[src/rtl/jk_reg_bank_pkg.sv]
// rtl/jk_reg_bank_pkg.sv - shared types and the per-bit JK next-state function
//
// Purpose : mode enum and the pure next-state function used by every JK cell.
// Contents: jk_mode_e (JK_SET_PRIO / JK_TOGGLE), jk_next(q, j, k, mode).
package jk_reg_bank_pkg;

  typedef enum logic {
    JK_SET_PRIO = 1'b0,  // J&K -> 1 (legacy set-priority cell)
    JK_TOGGLE   = 1'b1   // J&K -> ~Q
  } jk_mode_e;

  function automatic logic jk_next(input logic q, input logic j, input logic k,
                                   input jk_mode_e mode);
    logic nxt;
    nxt = q;
    if (j && k)      nxt = (mode == JK_TOGGLE) ? ~q : 1'b1;
    else if (j)      nxt = 1'b1;
    else if (k)      nxt = 1'b0;
    return nxt;
  endfunction

endpackage

[src/rtl/jk_reg_bank_if.sv]
// rtl/jk_reg_bank_if.sv - control/status bundle of the JK register bank
//
// Purpose : groups the request and status signals of jk_reg_bank.
// Ports   : master drives en, load, load_data, J, K, clear_count;
//           slave (the bank) drives Q, Q_n, rise, fall, any_change, change_count.
interface jk_reg_bank_if #(
  parameter int WIDTH = 8,
  parameter int CNT_W = 8
);

  logic             en;
  logic             load;
  logic [WIDTH-1:0] load_data;
  logic [WIDTH-1:0] J;
  logic [WIDTH-1:0] K;
  logic             clear_count;
  logic [WIDTH-1:0] Q;
  logic [WIDTH-1:0] Q_n;
  logic [WIDTH-1:0] rise;
  logic [WIDTH-1:0] fall;
  logic             any_change;
  logic [CNT_W-1:0] change_count;

  modport master (
    output en, load, load_data, J, K, clear_count,
    input  Q, Q_n, rise, fall, any_change, change_count
  );

  modport slave (
    input  en, load, load_data, J, K, clear_count,
    output Q, Q_n, rise, fall, any_change, change_count
  );

endinterface

[src/rtl/jk_reg_bank_cell.sv]
// rtl/jk_reg_bank_cell.sv - one JK flip-flop with load, enable and edge pulses
//
// Purpose : single JK channel; priority reset > load > (en ? JK rule : hold).
// Ports   : clk, reset (async, active-high), en, load, d (load value), j, k
//           in; q (state), rise/fall (registered 1-cycle edge pulses),
//           chg (combinational: this bit changes on the coming edge) out.
module jk_reg_bank_cell
  import jk_reg_bank_pkg::*;
#(
  parameter jk_mode_e MODE      = JK_TOGGLE,
  parameter logic     RESET_BIT = 1'b0
) (
  input  logic clk,
  input  logic reset,
  input  logic en,
  input  logic load,
  input  logic d,
  input  logic j,
  input  logic k,
  output logic q,
  output logic rise,
  output logic fall,
  output logic chg
);

  logic q_next;

  always_comb begin
    q_next = q;
    if (load)    q_next = d;
    else if (en) q_next = jk_next(q, j, k, MODE);
  end

  assign chg = q_next ^ q;

  // Pulses are computed from the same q_next that updates q, so they line up
  // with the new state and vanish on the next edge unless q moves again.
  always_ff @(posedge clk or posedge reset) begin
    if (reset) begin
      q    <= RESET_BIT;
      rise <= 1'b0;
      fall <= 1'b0;
    end else begin
      q    <= q_next;
      rise <= ~q & q_next;
      fall <= q & ~q_next;
    end
  end

endmodule

[src/rtl/jk_reg_bank.sv]
// rtl/jk_reg_bank.sv - WIDTH-channel JK flag register with pulses and change counter
//
// Purpose : bank of independent JK cells sharing en/load, plus an any_change
//           pulse and a saturating count of edges on which any bit changed.
// Ports   : clk, reset (async, active-high);
//           bus (slave): en, load, load_data, J, K, clear_count in;
//           Q, Q_n (~Q), rise, fall, any_change, change_count out.
module jk_reg_bank
  import jk_reg_bank_pkg::*;
#(
  parameter int               WIDTH     = 8,
  parameter jk_mode_e         JK_MODE   = JK_TOGGLE,
  parameter logic [WIDTH-1:0] RESET_VAL = '0,
  parameter int               CNT_W     = 8
) (
  input logic         clk,
  input logic         reset,
  jk_reg_bank_if.slave bus
);

  localparam logic [CNT_W-1:0] CNT_MAX = '1;
  localparam logic [CNT_W-1:0] CNT_ONE = {{(CNT_W-1){1'b0}}, 1'b1};

  logic [WIDTH-1:0] q;
  logic [WIDTH-1:0] rise_w;
  logic [WIDTH-1:0] fall_w;
  logic [WIDTH-1:0] chg;
  logic             any_change_next;
  logic             any_change_q;
  logic [CNT_W-1:0] count_q;

  for (genvar i = 0; i < WIDTH; i++) begin : g_cell
    jk_reg_bank_cell #(
      .MODE      (JK_MODE),
      .RESET_BIT (RESET_VAL[i])
    ) u_cell (
      .clk  (clk),
      .reset(reset),
      .en   (bus.en),
      .load (bus.load),
      .d    (bus.load_data[i]),
      .j    (bus.J[i]),
      .k    (bus.K[i]),
      .q    (q[i]),
      .rise (rise_w[i]),
      .fall (fall_w[i]),
      .chg  (chg[i])
    );
  end

  assign any_change_next = |chg;

  // clear_count wins over an increment on the same edge; the count sticks at
  // all-ones rather than wrapping.
  always_ff @(posedge clk or posedge reset) begin
    if (reset) begin
      any_change_q <= 1'b0;
      count_q      <= '0;
    end else begin
      any_change_q <= any_change_next;
      if (bus.clear_count)
        count_q <= '0;
      else if (any_change_next && (count_q != CNT_MAX))
        count_q <= count_q + CNT_ONE;
    end
  end

  assign bus.Q            = q;
  assign bus.Q_n          = ~q;
  assign bus.rise         = rise_w;
  assign bus.fall         = fall_w;
  assign bus.any_change   = any_change_q;
  assign bus.change_count = count_q;

endmodule

[src/flat_wrapper.sv]
// flat-port wrapper written by rule: the top's interface ports become plain ports
module jk_reg_bank_flat import jk_reg_bank_pkg::*;
#(
  parameter int               WIDTH     = 8,
  parameter jk_mode_e         JK_MODE   = JK_TOGGLE,
  parameter logic [WIDTH-1:0] RESET_VAL = '0,
  parameter int               CNT_W     = 8
)
  (clk, reset, bus_en, bus_load, bus_load_data, bus_J, bus_K, bus_clear_count, bus_Q, bus_Q_n, bus_rise, bus_fall, bus_any_change, bus_change_count);
  jk_reg_bank_if #(.WIDTH(WIDTH), .CNT_W(CNT_W)) bus_i ();
  input logic clk;
  input logic reset;
  input wire logic [$bits(bus_i.en)-1:0] bus_en;
  input wire logic [$bits(bus_i.load)-1:0] bus_load;
  input wire logic [$bits(bus_i.load_data)-1:0] bus_load_data;
  input wire logic [$bits(bus_i.J)-1:0] bus_J;
  input wire logic [$bits(bus_i.K)-1:0] bus_K;
  input wire logic [$bits(bus_i.clear_count)-1:0] bus_clear_count;
  output wire logic [$bits(bus_i.Q)-1:0] bus_Q;
  output wire logic [$bits(bus_i.Q_n)-1:0] bus_Q_n;
  output wire logic [$bits(bus_i.rise)-1:0] bus_rise;
  output wire logic [$bits(bus_i.fall)-1:0] bus_fall;
  output wire logic [$bits(bus_i.any_change)-1:0] bus_any_change;
  output wire logic [$bits(bus_i.change_count)-1:0] bus_change_count;
  assign bus_i.en = bus_en;
  assign bus_i.load = bus_load;
  assign bus_i.load_data = bus_load_data;
  assign bus_i.J = bus_J;
  assign bus_i.K = bus_K;
  assign bus_i.clear_count = bus_clear_count;
  assign bus_Q = bus_i.Q;
  assign bus_Q_n = bus_i.Q_n;
  assign bus_rise = bus_i.rise;
  assign bus_fall = bus_i.fall;
  assign bus_any_change = bus_i.any_change;
  assign bus_change_count = bus_i.change_count;
  jk_reg_bank #(.WIDTH(WIDTH), .JK_MODE(JK_MODE), .RESET_VAL(RESET_VAL), .CNT_W(CNT_W)) u_core (.clk(clk), .reset(reset), .bus(bus_i));
endmodule
[config.mk]
export PLATFORM = sky130hd
export DESIGN_NAME = jk_reg_bank_flat
export DESIGN_NICKNAME = d
export VERILOG_FILES = /design/src/rtl/jk_reg_bank_pkg.sv /design/src/rtl/jk_reg_bank_if.sv /design/src/rtl/jk_reg_bank_cell.sv /design/src/rtl/jk_reg_bank.sv /design/src/flat_wrapper.sv
export SDC_FILE = /design/constraint.sdc
export NUM_CORES = 1
export LEC_CHECK = 0
export ABC_AREA = 1
export BUFFER_PORTS_ARGS = -buffer_cell sky130_fd_sc_hd__buf_4
export CAP_MARGIN = 20
export CORE_ASPECT_RATIO = 0.6
export CORE_MARGIN = 4
export CORE_UTILIZATION = 38
export DETAILED_ROUTE_END_ITERATION = 6
export PLACE_DENSITY = 0.72
export SLEW_MARGIN = 40
export SYNTH_ARGS = -nofsm -noshare
export SYNTH_HDL_FRONTEND = slang
export SYNTH_SLANG_ARGS = --single-unit
[constraint.sdc]
create_clock -name clk -period 2 [get_ports clk]
set_input_delay 0.1 -clock clk [delete_from_list [all_inputs] [get_ports clk]]
set_output_delay 0.1 -clock clk [all_outputs]
set_load 0.05 [all_outputs]
==> flow_summary.toml <==
[setup_path]
timing.critical_path.to_type = "register"
timing.critical_path.slowest_stage_cell = "sky130_fd_sc_hd__dfrtp_1"
critical_path_peak_fanout = 6
startpoint_type_of_the_worst_setup_path = "register"
arrival_ns = 2.02
reg2reg_depth = 13
flop2flop_setup_slack_ns = 0.15
worstSetupEndpoint = "u_core.bus.change_count[0]"
critical_path_class = "reg -> reg"
worstSetupStartpoint = "u_core.g_cell[2].u_cell.q"
critical_path_buf_inv_count = 3
cp_data_required_time_ns = 2.17
critical_path.reg2reg.startpoint = "u_core.g_cell[2].u_cell.q"
cpPeakStageDelay_ns = 0.39
worstSetupPathDepth = 13
critical_path.reg2reg.endpoint = "u_core.bus.change_count[0]"
critPathTopFamily = "simple AND/OR/NAND/NOR gates"
cp_cell_sequence = "inv_1 > nand3_1 > nand3_1 > o21ai_1 > inv_2 > ha_1 > nand2_1 > nor2_2 > nand2_2 > nand2_4 > inv_2 > nor2_1 > nor2_2"

[synthesis]
synth_top_area_cell = "sky130_fd_sc_hd__dfrtp_1"
yosysTopAreaCellShare_pct = 45.93
synthesis.area_um2 = 1798
synth_warnings = 0
post_synth_inst_count = 200
async_sr_flop_fraction_pct = 100.0
synth.yosys.seq_area_share_pct = 45.93
synth_edf_count = 0
synth_cell_type_count = 19
netlist_top_cells_count = "33 x sky130_fd_sc_hd__dfrtp_1, 33 x sky130_fd_sc_hd__nand2_1, 29 x sky130_fd_sc_hd__nand3_1"
synth.top_cells.by_area = "sky130_fd_sc_hd__dfrtp_1 46%, sky130_fd_sc_hd__ha_1 12%, sky130_fd_sc_hd__buf_4 10%"
ys.flop_type = "sky130_fd_sc_hd__dfrtp_1"
synth_fp_nets = 246
flops_latches_synth = 33
avg_cell_area_syn_um2 = 8.990

[floorplan]
effective_utilization_at_floorplan_pct = 39.39
i_o_pin_count = 70
coreArea_um2 = 4564
fp.dieH_um = 61.28
rows = 19
die-area_um2 = 5932
floorplan.die.width_um = 96.80

[sta]
max-slew-margin-rel_pct = 72.46
report.final.slew_viol_count = 0
final.setup_skew_ns = 0.002688
final_min_period_over_clock_period_pct = 92.59
finalSetupViolCount = 0
report.final.hold_viol_count = 0
final.setup.tns_ns = 0
timing_worst_slew_pin_value_ns = 0.4131
max_freq_mhz = 540.0
fin_crit_ns = 1.852

[cts]
cts.sink_count = 33
cts_inserted_buffers = 5
cts_buffer_depth = 2
clk_transition_reported_paths_ns = 0.06
cts_tree = "built"
clock_tree.root_cell = "sky130_fd_sc_hd__clkbuf_8"
h-tree-depth = 2
worstSkewPairLatency_ns = 0.27

[global_routing]
grtUsageMet2_pct = 20.29
grt_pass1_wl_um = 6368
grt_overflow_total = 0
met3_usage_pct = 5.656
grt.total_usage_pct = 13.86
grtUsageMet1_pct = 18.82
grt_pass1_vias = 1317
grt-busiest-layer = "met2"
largest_net_degree_at_the_start_of_global_routing = 34
antenna_violations_before_repair = 0

[detailed_routing]
via_count = 1414
detail_route.iter0.violations = 69
avgViaCountPerCell = 4.447
route.detailed.drc = 0
antenna_violating_nets_post_route = 0
drt_first_pass_iters = 4
routed_wl_per_cell_um = 12.91
routed_wl_um = 4106

[placed_design]
gp_congestion = 0.8460
dp_hpwl_um = 3141
io_buffer_count = 69
dpl_cell_area_um2 = 2187

[power_and_ir_drop]
net-switching-power_mw = 0.6789
totalPowerFinal_mw = 1.843
pwr-share-seq_pct = 41.4
power.static_leakage_nw = 1.284
p_int_mw = 1.164
comb_power_share_pct = 33.4
p_sw_share_pct = 36.83
power.share.clock_pct = 25.3
max_ir_drop_vdd_mv = 0.3649
power_per_standard_cell_area_nw_per_um2 = 788.1

[finish]
finish.net_count = 300
final_design_area_no_fill_um2 = 2338
antenna_cells_inserted = 0
synthToLayoutAreaGrowth_pct = 30.06
multi_input_area_um2 = 696.9
seq_area_um2 = 827.0
fraction_of_final_layout_cells_sized_beyond_drive_strength_1_pct = 41.57
fillers = 463

[run_status]
outcome = "finished clean"

[min_path]
hp-class = "in -> reg"
whs_path_depth = 3

[job]
max_cap_violations = 0
-- worst min-delay path, stage by stage --
cell and delay, ns:
sky130_fd_sc_hd__buf_4 0.08, sky130_fd_sc_hd__o21ai_2 0.05, sky130_fd_sc_hd__inv_2 0.05
-- sequential cells by signal, indices dropped and copies added, names as in the netlist --
signal	count
u_core.g_cell.u_cell.q	8
u_core.bus.any_change	1
u_core.g_cell.u_cell.fall	8
u_core.bus.change_count	8
u_core.g_cell.u_cell.rise	8
-- routing by layer --
layer	vias up	part of all wire (%)
met5	-	0
met4	0	1.1
met3	4	7.9
met2	56	42
met1	642	49
li1	712	-
-- kinds of logic (layout without fill, tap and decap cells) --
family	Yosys count	count (layout)	share of synthesized area, %
AND/OR/NAND/NOR	79	80	19.48
buffers and inverters	53	107	16.98
flip-flops	33	33	45.93
adder cells (fa/ha/maj)	17	17	11.83
AO/OA/AOI/OAI	16	16	4.802
XOR/XNOR	2	2	0.9744
-- area by class of cell --
type	instances	area share, %
Clock buffer	8	3.424
Inverter	24	3.852
Multi-Input combinational cell	115	29.80
Sequential cell	33	35.37
Tap cell	63	3.371
Timing Repair Buffer	75	24.18
-- worst min-delay path by stage --
stage,start,to
floorplan,reset,u_core.bus.any_change
global placement,reset,u_core.g_cell[0].u_cell.fall
detailed placement,reset,u_core.g_cell[0].u_cell.fall
CTS,bus_load_data[5],u_core.g_cell[5].u_cell.q
global route,bus_load_data[3],u_core.g_cell[3].u_cell.q
finish,bus_load_data[5],u_core.g_cell[5].u_cell.q
-- power by group through the flow --
stage	Combinational [mW]	Clock (mW)	Sequential, mW
2_1_floorplan	0.451	0	0.785
5_1_grt	0.662	0.519	0.770
3_3_place_gp	0.597	0	0.772
3_5_place_dp	0.600	0	0.774
6_report	0.615	0.465	0.763
4_1_cts	0.602	0.487	0.763
-- layout by cell type (no fill, tap or decap) --
cell / n
sky130_fd_sc_hd__buf_4: 74
sky130_fd_sc_hd__nand2_1: 32
sky130_fd_sc_hd__o21ai_1: 4
sky130_fd_sc_hd__inv_2: 12
sky130_fd_sc_hd__nor2_1: 11
sky130_fd_sc_hd__nand3_1: 29
sky130_fd_sc_hd__inv_1: 12
sky130_fd_sc_hd__a21o_1: 1
sky130_fd_sc_hd__a21oi_1: 2
sky130_fd_sc_hd__clkbuf_1: 3
sky130_fd_sc_hd__o21ai_2: 6
sky130_fd_sc_hd__dfrtp_2: 1
sky130_fd_sc_hd__dfrtp_1: 32
sky130_fd_sc_hd__xor2_1: 2
sky130_fd_sc_hd__dlygate4sd3_1: 1
sky130_fd_sc_hd__clkbuf_8: 5
sky130_fd_sc_hd__o21ai_0: 3
sky130_fd_sc_hd__nand2_2: 4
sky130_fd_sc_hd__ha_1: 17
sky130_fd_sc_hd__nand2_4: 1
sky130_fd_sc_hd__nor2_2: 3
-- what timing repair did --
item                                    in CTS  in global routing
endpoints found under the setup margin       0                  8
hold buffers                                 1                  0
buffers inserted                             0                  4
endpoints found under the hold margin       33                  0
gates resized for setup                      0                 10
-- through the flow --
step | std cells | worst slack (ns) | util (%) | hold WS [ns]
after CTS | 313 | 0.04577 | 49.89 | 0.05924
after floorplan | 200 | 0.02909 | - | 0.2289
after global routing | 318 | -0.01894 | 51.23 | 0.03846
after global placement | 304 | 0.1068 | 47.92 | 0.2258
after detailed placement | 304 | 0.08155 | 47.92 | 0.2256
final | 318 | 0.1481 | 51.23 | 0.04414
(Power assumes the default switching activity.)
